`config.mk`:
```
export PLATFORM = sky130hd
export DESIGN_NAME = rv32_cpu
export DESIGN_NICKNAME = d
export VERILOG_FILES = /design/src/rtl/rv32_pkg.sv /design/src/rtl/rv32_regfile.sv /design/src/rtl/rv32_cpu.sv
export SDC_FILE = /design/constraint.sdc
export NUM_CORES = 2
export LEC_CHECK = 0
export BUFFER_PORTS_ARGS = -buffer_cell sky130_fd_sc_hd__buf_4
export CORE_UTILIZATION = 25
export CTS_CLUSTER_DIAMETER = 50
export DETAILED_ROUTE_END_ITERATION = 7
export HOLD_SLACK_MARGIN = 0.12
export SYNTH_ARGS = -nofsm -noshare
export SYNTH_HDL_FRONTEND = slang
export SYNTH_SLANG_ARGS = --single-unit
export TNS_END_PERCENT = 50
```
`constraint.sdc`:
```
create_clock -name clock -period 5.6 [get_ports clock]
set_input_delay 0.56 -clock clock [delete_from_list [all_inputs] [get_ports clock]]
set_output_delay 0.56 -clock clock [all_outputs]
set_load 0.02 [all_outputs]
```
`src/rtl/rv32_pkg.sv`:
```
// Shared RV32I definitions: opcodes, funct3 codes, ALU/write-back selectors and
// the decode helpers used by the single-cycle core.
package rv32_pkg;

  localparam int unsigned XLEN = 32;
  localparam int unsigned NREG = 32;
  localparam int unsigned RIDX = 5;

  localparam logic [XLEN-1:0] RESET_PC_DEF = 32'h8000_0000;

  localparam logic [6:0] OPC_LUI    = 7'b0110111;
  localparam logic [6:0] OPC_AUIPC  = 7'b0010111;
  localparam logic [6:0] OPC_JAL    = 7'b1101111;
  localparam logic [6:0] OPC_JALR   = 7'b1100111;
  localparam logic [6:0] OPC_BRANCH = 7'b1100011;
  localparam logic [6:0] OPC_LOAD   = 7'b0000011;
  localparam logic [6:0] OPC_STORE  = 7'b0100011;
  localparam logic [6:0] OPC_OPIMM  = 7'b0010011;
  localparam logic [6:0] OPC_OP     = 7'b0110011;

  localparam logic [2:0] F3_B  = 3'b000;
  localparam logic [2:0] F3_H  = 3'b001;
  localparam logic [2:0] F3_W  = 3'b010;
  localparam logic [2:0] F3_BU = 3'b100;
  localparam logic [2:0] F3_HU = 3'b101;

  localparam logic [2:0] F3_BEQ  = 3'b000;
  localparam logic [2:0] F3_BNE  = 3'b001;
  localparam logic [2:0] F3_BLT  = 3'b100;
  localparam logic [2:0] F3_BGE  = 3'b101;
  localparam logic [2:0] F3_BLTU = 3'b110;
  localparam logic [2:0] F3_BGEU = 3'b111;

  typedef enum logic [3:0] {
    ALU_ADD, ALU_SUB, ALU_SLL, ALU_SLT, ALU_SLTU,
    ALU_XOR, ALU_SRL, ALU_SRA, ALU_OR,  ALU_AND
  } alu_op_e;

  typedef enum logic [1:0] {
    WB_ALU, WB_PC4, WB_MEM
  } wb_sel_e;

  function automatic logic is_load_f3(input logic [2:0] f3);
    return (f3 == F3_B) || (f3 == F3_H) || (f3 == F3_W) ||
           (f3 == F3_BU) || (f3 == F3_HU);
  endfunction

  function automatic logic is_store_f3(input logic [2:0] f3);
    return (f3 == F3_B) || (f3 == F3_H) || (f3 == F3_W);
  endfunction

  // SUB only exists in the register-register form; OP-IMM bit 30 is immediate data.
  function automatic alu_op_e alu_from_f3(input logic [2:0] f3, input logic alt,
                                          input logic reg_form);
    case (f3)
      3'b000:  return (alt && reg_form) ? ALU_SUB : ALU_ADD;
      3'b001:  return ALU_SLL;
      3'b010:  return ALU_SLT;
      3'b011:  return ALU_SLTU;
      3'b100:  return ALU_XOR;
      3'b101:  return alt ? ALU_SRA : ALU_SRL;
      3'b110:  return ALU_OR;
      default: return ALU_AND;
    endcase
  endfunction

endpackage

```
`src/rtl/rv32_regfile.sv`:
```
// 32x32 integer register file: x0 hard-wired to zero, two async read ports,
// one write port landing at the clock edge, every register visible as gpr_N.
module rv32_regfile
  import rv32_pkg::*;
(
  input  logic            clock,
  input  logic            reset,
  input  logic [RIDX-1:0] rs1_addr,
  input  logic [RIDX-1:0] rs2_addr,
  output logic [XLEN-1:0] rs1_data,
  output logic [XLEN-1:0] rs2_data,
  input  logic            wen,
  input  logic [RIDX-1:0] rd_addr,
  input  logic [XLEN-1:0] rd_data
);

  logic [XLEN-1:0] regs [NREG];
  logic [XLEN-1:0] view [NREG];

  logic [XLEN-1:0] gpr_0,  gpr_1,  gpr_2,  gpr_3,  gpr_4,  gpr_5,  gpr_6,  gpr_7;
  logic [XLEN-1:0] gpr_8,  gpr_9,  gpr_10, gpr_11, gpr_12, gpr_13, gpr_14, gpr_15;
  logic [XLEN-1:0] gpr_16, gpr_17, gpr_18, gpr_19, gpr_20, gpr_21, gpr_22, gpr_23;
  logic [XLEN-1:0] gpr_24, gpr_25, gpr_26, gpr_27, gpr_28, gpr_29, gpr_30, gpr_31;

  // Entry 0 is cleared on reset and never written, so it always reads zero.
  always_ff @(posedge clock or negedge reset) begin
    if (!reset) begin
      for (int i = 0; i < int'(NREG); i++) regs[i] <= '0;
    end else if (wen && (rd_addr != '0)) begin
      regs[rd_addr] <= rd_data;
    end
  end

  assign gpr_0  = regs[0];  assign gpr_1  = regs[1];  assign gpr_2  = regs[2];
  assign gpr_3  = regs[3];  assign gpr_4  = regs[4];  assign gpr_5  = regs[5];
  assign gpr_6  = regs[6];  assign gpr_7  = regs[7];  assign gpr_8  = regs[8];
  assign gpr_9  = regs[9];  assign gpr_10 = regs[10]; assign gpr_11 = regs[11];
  assign gpr_12 = regs[12]; assign gpr_13 = regs[13]; assign gpr_14 = regs[14];
  assign gpr_15 = regs[15]; assign gpr_16 = regs[16]; assign gpr_17 = regs[17];
  assign gpr_18 = regs[18]; assign gpr_19 = regs[19]; assign gpr_20 = regs[20];
  assign gpr_21 = regs[21]; assign gpr_22 = regs[22]; assign gpr_23 = regs[23];
  assign gpr_24 = regs[24]; assign gpr_25 = regs[25]; assign gpr_26 = regs[26];
  assign gpr_27 = regs[27]; assign gpr_28 = regs[28]; assign gpr_29 = regs[29];
  assign gpr_30 = regs[30]; assign gpr_31 = regs[31];

  // Read ports go through the named view so every gpr_N has a real load.
  assign view = '{gpr_0,  gpr_1,  gpr_2,  gpr_3,  gpr_4,  gpr_5,  gpr_6,  gpr_7,
                  gpr_8,  gpr_9,  gpr_10, gpr_11, gpr_12, gpr_13, gpr_14, gpr_15,
                  gpr_16, gpr_17, gpr_18, gpr_19, gpr_20, gpr_21, gpr_22, gpr_23,
                  gpr_24, gpr_25, gpr_26, gpr_27, gpr_28, gpr_29, gpr_30, gpr_31};

  assign rs1_data = view[rs1_addr];
  assign rs2_data = view[rs2_addr];

endmodule

```
`src/rtl/rv32_cpu.sv`:
```
// Single-cycle RV32I core: decodes and executes io_inst every clock, with
// external instruction fetch and a shared load/store address bus.
module rv32_cpu
  import rv32_pkg::*;
#(
  parameter logic [XLEN-1:0] RESET_PC = RESET_PC_DEF
) (
  input  logic            clock,
  input  logic            reset,
  input  logic [XLEN-1:0] io_inst,
  input  logic [XLEN-1:0] io_mem_rdata,
  output logic [2:0]      io_mem_wop,
  output logic [XLEN-1:0] io_mem_wdata,
  output logic            io_mem_wen,
  output logic [XLEN-1:0] io_mem_raddr,
  output logic [XLEN-1:0] io_pc
);

  logic [XLEN-1:0] pc, pc_plus4, next_pc;
  logic [6:0]      opcode;
  logic [RIDX-1:0] rd, rs1, rs2;
  logic [2:0]      funct3;
  logic [XLEN-1:0] imm_i, imm_s, imm_b, imm_u, imm_j;
  logic [XLEN-1:0] rs1_val, rs2_val;
  logic [XLEN-1:0] alu_a, alu_b, alu_res, wb_val, agen;
  alu_op_e         alu_op;
  wb_sel_e         wb_sel;
  logic            rd_we, is_load, is_store, br_taken;

  assign opcode = io_inst[6:0];
  assign rd     = io_inst[11:7];
  assign funct3 = io_inst[14:12];
  assign rs1    = io_inst[19:15];
  assign rs2    = io_inst[24:20];

  assign imm_i = {{20{io_inst[31]}}, io_inst[31:20]};
  assign imm_s = {{20{io_inst[31]}}, io_inst[31:25], io_inst[11:7]};
  assign imm_b = {{19{io_inst[31]}}, io_inst[31], io_inst[7], io_inst[30:25],
                  io_inst[11:8], 1'b0};
  assign imm_u = {io_inst[31:12], 12'b0};
  assign imm_j = {{11{io_inst[31]}}, io_inst[31], io_inst[19:12], io_inst[20],
                  io_inst[30:21], 1'b0};

  assign pc_plus4 = pc + XLEN'(4);

  rv32_regfile REG (
    .clock    (clock),
    .reset    (reset),
    .rs1_addr (rs1),
    .rs2_addr (rs2),
    .rs1_data (rs1_val),
    .rs2_data (rs2_val),
    .wen      (rd_we),
    .rd_addr  (rd),
    .rd_data  (wb_val)
  );

  // Branch condition; reserved funct3 values never take.
  always_comb begin
    br_taken = 1'b0;
    case (funct3)
      F3_BEQ:  br_taken = (rs1_val == rs2_val);
      F3_BNE:  br_taken = (rs1_val != rs2_val);
      F3_BLT:  br_taken = ($signed(rs1_val) <  $signed(rs2_val));
      F3_BGE:  br_taken = ($signed(rs1_val) >= $signed(rs2_val));
      F3_BLTU: br_taken = (rs1_val <  rs2_val);
      F3_BGEU: br_taken = (rs1_val >= rs2_val);
      default: br_taken = 1'b0;
    endcase
  end

  // Main decode; anything unrecognised falls through as a NOP.
  always_comb begin
    alu_op   = ALU_ADD;
    alu_a    = rs1_val;
    alu_b    = imm_i;
    wb_sel   = WB_ALU;
    rd_we    = 1'b0;
    is_load  = 1'b0;
    is_store = 1'b0;
    next_pc  = pc_plus4;
    case (opcode)
      OPC_LUI: begin
        alu_a = '0;
        alu_b = imm_u;
        rd_we = 1'b1;
      end
      OPC_AUIPC: begin
        alu_a = pc;
        alu_b = imm_u;
        rd_we = 1'b1;
      end
      OPC_JAL: begin
        wb_sel  = WB_PC4;
        rd_we   = 1'b1;
        next_pc = pc + imm_j;
      end
      OPC_JALR: begin
        wb_sel  = WB_PC4;
        rd_we   = 1'b1;
        next_pc = {alu_res[XLEN-1:1], 1'b0};
      end
      OPC_BRANCH: begin
        if (br_taken) next_pc = pc + imm_b;
      end
      OPC_LOAD: begin
        if (is_load_f3(funct3)) begin
          is_load = 1'b1;
          wb_sel  = WB_MEM;
          rd_we   = 1'b1;
        end
      end
      OPC_STORE: begin
        is_store = is_store_f3(funct3);
      end
      OPC_OPIMM: begin
        alu_op = alu_from_f3(funct3, io_inst[30], 1'b0);
        rd_we  = 1'b1;
      end
      OPC_OP: begin
        alu_op = alu_from_f3(funct3, io_inst[30], 1'b1);
        alu_b  = rs2_val;
        rd_we  = 1'b1;
      end
      default: ;
    endcase
  end

  // ALU; shift amounts use only the low five bits of operand b.
  always_comb begin
    alu_res = alu_a + alu_b;
    case (alu_op)
      ALU_ADD:  alu_res = alu_a + alu_b;
      ALU_SUB:  alu_res = alu_a - alu_b;
      ALU_SLL:  alu_res = alu_a << alu_b[4:0];
      ALU_SLT:  alu_res = XLEN'($signed(alu_a) < $signed(alu_b));
      ALU_SLTU: alu_res = XLEN'(alu_a < alu_b);
      ALU_XOR:  alu_res = alu_a ^ alu_b;
      ALU_SRL:  alu_res = alu_a >> alu_b[4:0];
      ALU_SRA:  alu_res = XLEN'($signed(alu_a) >>> alu_b[4:0]);
      ALU_OR:   alu_res = alu_a | alu_b;
      ALU_AND:  alu_res = alu_a & alu_b;
      default:  alu_res = alu_a + alu_b;
    endcase
  end

  always_comb begin
    wb_val = alu_res;
    case (wb_sel)
      WB_PC4:  wb_val = pc_plus4;
      WB_MEM:  wb_val = io_mem_rdata;
      default: wb_val = alu_res;
    endcase
  end

  assign agen         = rs1_val + (is_store ? imm_s : imm_i);
  assign io_mem_raddr = (is_load || is_store) ? agen : '0;
  assign io_mem_wop   = (is_load || is_store) ? funct3 : 3'b000;
  assign io_mem_wdata = rs2_val;
  assign io_mem_wen   = is_store && reset;
  assign io_pc        = pc;

  always_ff @(posedge clock or negedge reset) begin
    if (!reset) pc <= RESET_PC;
    else        pc <= next_pc;
  end

endmodule

```
; After elaboration in Yosys (flattened, before gate mapping)
; Cells that the tools add are included.
[totals]
ff_bits = 1056
input_bits = 66
wordCells = 130
[classes]
reduce_logical = 13
add_sub_neg = 6
n_eq_ne = 29
muxes = 30
shifts = 3
n_lt_le_gt_ge = 10
bitwise_logic = 6
[ops]
columns = op, n
row1 = $bwmux 1024, 1
row2 = $bmux 32 s5, 2
row3 = $pmux 32 s9, 1
row4 = $mux 32, 7
row5 = $pmux 32 s2, 3
row6 = $demux 32 s5, 1
row7 = $add 32x32->32, 4
row8 = $lt 32x32->1, 4
row9 = $pmux 32 s3, 1
row10 = $ge 32x32->1, 2
row11 = $pmux 4 s7, 2
row12 = $add 32x3->32 const B, 1
row13 = $and 32x32->32, 1
row14 = $eq 32x32->1, 1
row15 = $ne 32x32->1, 1
row16 = $or 32x32->32, 1
row17 = $shl 32x5->32, 1
row18 = $shr 32x5->32, 1
row19 = $sshr 32x5->32, 1
row20 = $sub 32x32->32, 1
row21 = $xor 32x32->32, 1
row22 = $eq 7x6->1 const B, 3
row23 = $eq 7x7->1 const B, 3
row24 = $ge 6x6->1 const B, 3
row25 = 27 further kinds, 50

; Logic depth before layout (Yosys ltp)
[logic_depth]
depth_word = 10
depth_mapped = 28
mapped_depth_nobuf = 20

; Cells and area by module
; Synthesis repeated with hierarchy kept, for this count alone.
[unflattened]
cells_unflattened = 7233
hier_area_um2 = 73639.4
[modules_own_cells]
columns = module, cells_each, instances, area_per_inst_um2
row1 = rv32_regfile, 4601, 1, 55942.4
row2 = rv32_cpu, 2632, 1, 17697.0

; Worst setup path before layout
; Ideal clock, no wire load.
[synth_path]
kind = input to register
start = input port io_inst[20]
end = register REG.regs, in the netlist REG.gpr_12[29]
path_stages = 26
path_buffers = 9
t_required_ns = 5.475
setup_ns = 0.125
path_slack_ns = -2.029
t_arrival_ns = 7.505
path_cell_list = buf_4 buf_12 buf_6 buf_4 clkbuf_1 buf_1 buf_1 mux4_2 mux4_2 mux2i_1 nor2_1 a31o_2 ha_1 clkbuf_1 a21oi_1 o32ai_1 o31a_1 o31a_1 o41a_1 o31ai_1 a21o_1 a211oi_1 o41ai_1 a41oi_1 clkbuf_1 mux2_2
[synth_via]
elab_chain_len = 9
word_cells_on_any_way = 16
[synth_rtl]
columns = element, line_no
row1 = from (decl), rv32_cpu.sv:10  ; input logic [XLEN-1:0] io_inst,
row2 = $not 5->6 (not written as such), rv32_regfile.sv:53  ; assign rs2_data = view[rs2_addr];
row3 = $bmux 32 s5, rv32_regfile.sv:53
row4 = $mux 32 (not written as such) (2 in series), rv32_regfile.sv:53
row5 = $pmux 32 s2 (*), rv32_cpu.sv:82  ; case (opcode)
row6 = $add 32x32->32 (tied with other cells), "rv32_cpu.sv:133, rv32_cpu.sv:143"
row7 = $pmux 32 s9 (*), rv32_cpu.sv:132  ; case (alu_op)
row8 = $pmux 32 s2 (*), rv32_cpu.sv:149  ; case (wb_sel)
row9 = $bwmux 1024 (*), rv32_regfile.sv:30  ; regs[rd_addr] <= rd_data;
row10 = "to (signal, indexed assignment)", rv32_regfile.sv:30
row11 = to (decl), rv32_regfile.sv:17  ; logic [XLEN-1:0] regs [NREG];
; Mark *: on every way between the ends. The rest lies on a longest branch, timed or not. The select of a mux whose other input is x is not followed.
; A chain may end at the register's enable or synchronous reset.

; Final worst setup path
[layout_path]
start = register REG.regs, in the netlist REG.gpr_30[0]
end = output port io_mem_raddr[30]
[layout_via]
elab_chain_len = 5
[layout_rtl]
columns = element, line_no
row1 = $bmux 32 s5, rv32_regfile.sv:52  ; assign rs1_data = view[rs1_addr];
row2 = $mux 32 (not written as such) (2 in series), rv32_regfile.sv:52
row3 = $add 32x32->32, rv32_cpu.sv:156  ; assign agen = rs1_val + (is_store ? imm_s : imm_i);
row4 = $mux 32, rv32_cpu.sv:157  ; assign io_mem_raddr = (is_load || is_store) ? agen : '0;
row5 = to (decl), rv32_cpu.sv:15  ; output logic [XLEN-1:0] io_mem_raddr,
; No other way between the ends. The select of a mux whose other input is x is not followed.

==> impl_metrics.csv <==
group,metric,value,unit
worst_setup_path,cp.required,5040,ps
sta,achievable-frequency,168,MHz
worst_setup_path,crit_top_cell,"sky130_fd_sc_hd__buf_4",
sta,clock-skew-final,79.3,ps
die,coreArea,297000,sq um
worst_setup_path,cp-start-kind,"register",
worst_setup_path,critical-path-slowest-cell,"sky130_fd_sc_hd__mux4_2",
clock_tree,clk_pin_slew,60,ps
cells_and_area,fin_area,101000,sq um
cells_and_area,layout.filler_cells,29701,
sta,tightest_pin_transition,1400,ps
synth,synthCells,7460,
worst_setup_path,cp_slowest_stage_delay,510,ps
drt,vias,75501,
clock_tree,h-tree-depth,4,
power_and_ir_drop,p_per_area,301,nW/um^2
clock_tree,ctsRootBufferMaster,"sky130_fd_sc_hd__clkbuf_16",
synth,synthesis.area_per_instance,10.0,sq um
cells_and_area,ratio_of_cells_with_drive_above_1_in_the_final_layout,36.7,%
worst_setup_path,startpoint,"REG.gpr_30[0]$_DFFE_PN0P_",
sta,finalHoldViolCount,0,
worst_setup_path,reg2regPathDepth,27,
worst_setup_path,reg2reg_from,"REG.gpr_29[1]$_DFFE_PN0P_",
worst_hold_path,worst_hold_path_type,"in2async",
clock_tree,clockBufferDepth,3,
synth,yosys_warnings,0,
power_and_ir_drop,leakage,44.9,nW
global_route,grt_use_total,25.4,%
die,die_x,548,um
drt,ant_nets,0,
synth,synth_cell_area,74600,sq um
synth,number_of_synthesized_register_bits,1055,
sta,final_min_period_over_clock_period,106,%
outcome,outcome,"complete, but fails checks",
global_route,global_route_wire_length_before_repair,553,mm
synth,share_of_synthesized_area_occupied_by_flip_flops_and_latches,35.4,%
clock_tree,tritoncts_clock_tree,"built",
placed_design,finalWeightedCongestion,1.03,
synth,largest_family_of_logic_cells_by_synthesized_area,"multiplexers",
worst_setup_path,arrival,5400,ps
placed_design,placed_area,91700,sq um
sta,final_max_slew_viol_count,0,
drt,detail_route.first_pass.iterations,6,
sta,slew-limit-headroom,6.31,%
power_and_ir_drop,total_power,30.3,mW
cells_and_area,synthesis_to_finish_area_growth,35.1,%
synth,synth_simple_gate_area_share,8.85,%
power_and_ir_drop,max-vdd-ir-drop,0.271,mV
worst_setup_path,timing_worst_setup_path_type,"reg2out",
placed_design,detailedPlacementHpwl,286,mm
drt,drt-initial-drc-count,10687,
die,floorplan.die.height,548,um
die,boundaryPins,166,
global_route,global_route_congestion_overflow_total,0,
placed_design,port_buffers,164,
synth,dominantRegCellSynth,"sky130_fd_sc_hd__dfrtp_1",
cells_and_area,final_nets,9084,
die,floorplan.initialDensity,25.1,%
synth,synthArstFlopShare,100,%
sta,fin_crit,5960,ps
synth,post_synth_xor_area_fraction,1.44,%
drt,detail_route.wirelength,401,mm
worst_setup_path,r2r-end,"REG.gpr_19[29]$_DFFE_PN0P_",
clock_tree,cts-buffers-inserted,143,
cells_and_area,layout_common_cells,"1687 x sky130_fd_sc_hd__buf_4, 1054 x sky130_fd_sc_hd__dfrtp_1, 689 x sky130_fd_sc_hd__mux2i_1, 655 x sky130_fd_sc_hd__nand2_1, 478 x sky130_fd_sc_hd__a22oi_1",
worst_setup_path,crit_chain,"mux4_2 > mux4_2 > nor2b_4 > nor3_4 > buf_6 > ha_4 > fa_2 > a21o_1 > a21oi_2 > o21bai_1 > a21oi_1 > buf_4 > o21bai_4 > a21oi_4 > o21ai_2 > a311oi_2 > buf_4 > nor3_4 > nor4_2 > o21bai_1 > mux2i_1 > buf_4",
worst_setup_path,cpLargestDelayFamily,"compound AO/OA/AOI/OAI gates",
global_route,grt_antenna_before_repair,28,
job,max_cap_violations,0,
synth,synth_compound_gate_area_share,20.2,%
die,floorplan.rows,200,
global_route,largest_net_degree_at_the_start_of_global_routing,173,
worst_setup_path,timing.reg2reg.setup_slack,-160,ps
drt,vias_per_cell,5.87,
clock_tree,tritoncts_num_sinks,1055,
drt,routedWlPerCell,31.2,um
worst_setup_path,critical_path.endpoint_type,"output pin",
worst_setup_path,worstPathBufferInverterCount,4,
clock_tree,clkLatencyLatePin,820,ps
worst_setup_path,crit_path_max_fanout,3,
global_route,grt_pass1_vias,73263,
outcome,violations,"negative setup slack",
synth,synth_net_count,7737,
synth,yosys-mux-area-fraction,25.2,%
sta,final_ws_setup,-357,ps
synth,synth-adder-area-share,3.59,%
sta,setup_violations,140,
die,design.die.area,301000,sq um
drt,detail_route.drc_violations,0,
synth,synth-edff-count,0,
cells_and_area,layout_commonest_cell,"sky130_fd_sc_hd__buf_4",
synth,count_of_unique_library_cells_instantiated_by_yosys,107,
sta,rsz0062_at_grt,"yes",
-- stage by stage --
step	hold WS [ps]	setup WS [ps]	setup TNS (ps)	utilization (%)	cells
after global placement	378	-1700	-806520	30.9	12465
after global routing	415	-577	-41160	33.9	12858
after floorplan	264	-512	-182510	-	7460
after detailed placement	388	-1650	-824840	30.9	12465
after CTS	402	-480	-6980	33.3	12800
final	401	-357	-12350	33.9	12870
-- cells by family (layout without fill, tap and decap cells) --
group | count (synthesis) | in the layout
compound gates | 2297 | 2298
buf+inv | 858 | 2316
mux | 1403 | 1403
xor+xnor | 123 | 123
flops | 1055 | 1055
fa+ha+maj | 211 | 211
simple gates | 1512 | 1512
other cells | 1 | 13
-- layout make-up --
cell class / instances / area (sq um) / share of cell area (%)
diodes: 12 / 30.0 / 0.0298
clock buffers: 186 / 3970 / 3.94
clock inverters: 71 / 995 / 0.986
well taps: 3939 / 4930 / 4.89
repair buffers: 1907 / 17000 / 16.9
multi-input cells: 5548 / 46900 / 46.5
inverters: 152 / 589 / 0.584
flip-flops and latches: 1055 / 26400 / 26.2
-- cell usage after synthesis, drive strengths merged, types with 63 or more instances --
cell | instances | area, sq um
a22oi | 484 | 3640
ha | 206 | 2580
clkbuf | 464 | 1760
mux2 | 385 | 4550
o21ai | 550 | 2750
xnor2 | 76 | 666
nor2 | 430 | 1620
mux2i | 695 | 6960
o211ai | 63 | 483
o31ai | 208 | 1570
nand2 | 692 | 2600
buf | 242 | 1650
mux4 | 323 | 7270
inv | 151 | 572
dfrtp | 1054 | 26400
a21oi | 467 | 2340
a21o | 63 | 473
-- timing repair --
action / CTS / global route
setup endpoints to repair: 574 / 571
hold endpoints to repair: 67 / 0
buffers inserted: 64 / 47
cloned: 20 / 21
hold buffers: 1 / 0
gates resized for setup: 271 / 234
pin swaps: 107 / 112
-- how the worst max path moves through the flow --
stage / to / slack (ps) / cells past startpoint
CTS: io_mem_raddr[30] / -480 / 22
global placement: REG.gpr_26[29]$_DFFE_PN0P_ / -1700 / 24
detailed placement: REG.gpr_27[29]$_DFFE_PN0P_ / -1650 / 23
global route: io_mem_raddr[28] / -580 / 22
floorplan: REG.gpr_10[29]$_DFFE_PN0P_ / -510 / 26
finish: io_mem_raddr[30] / -360 / 22
-- per-layer routing --
layer  global-route usage (%)  wire [um]
met1                     32.2     150000
met2                     36.3     163000
met3                     8.95      55300
met4                     16.7      32200
met5                        0        126
-- where the power goes --
part,switching [mW],internal [mW],leakage [nW],total [mW]
sequential,0.700,8.23,14.5,8.93
combinational,6.89,4.98,28.0,11.9
clock,4.02,5.49,2.37,9.52
total,11.6,18.7,44.9,30.3
No activity file was read; power rests on OpenSTA's default activity.
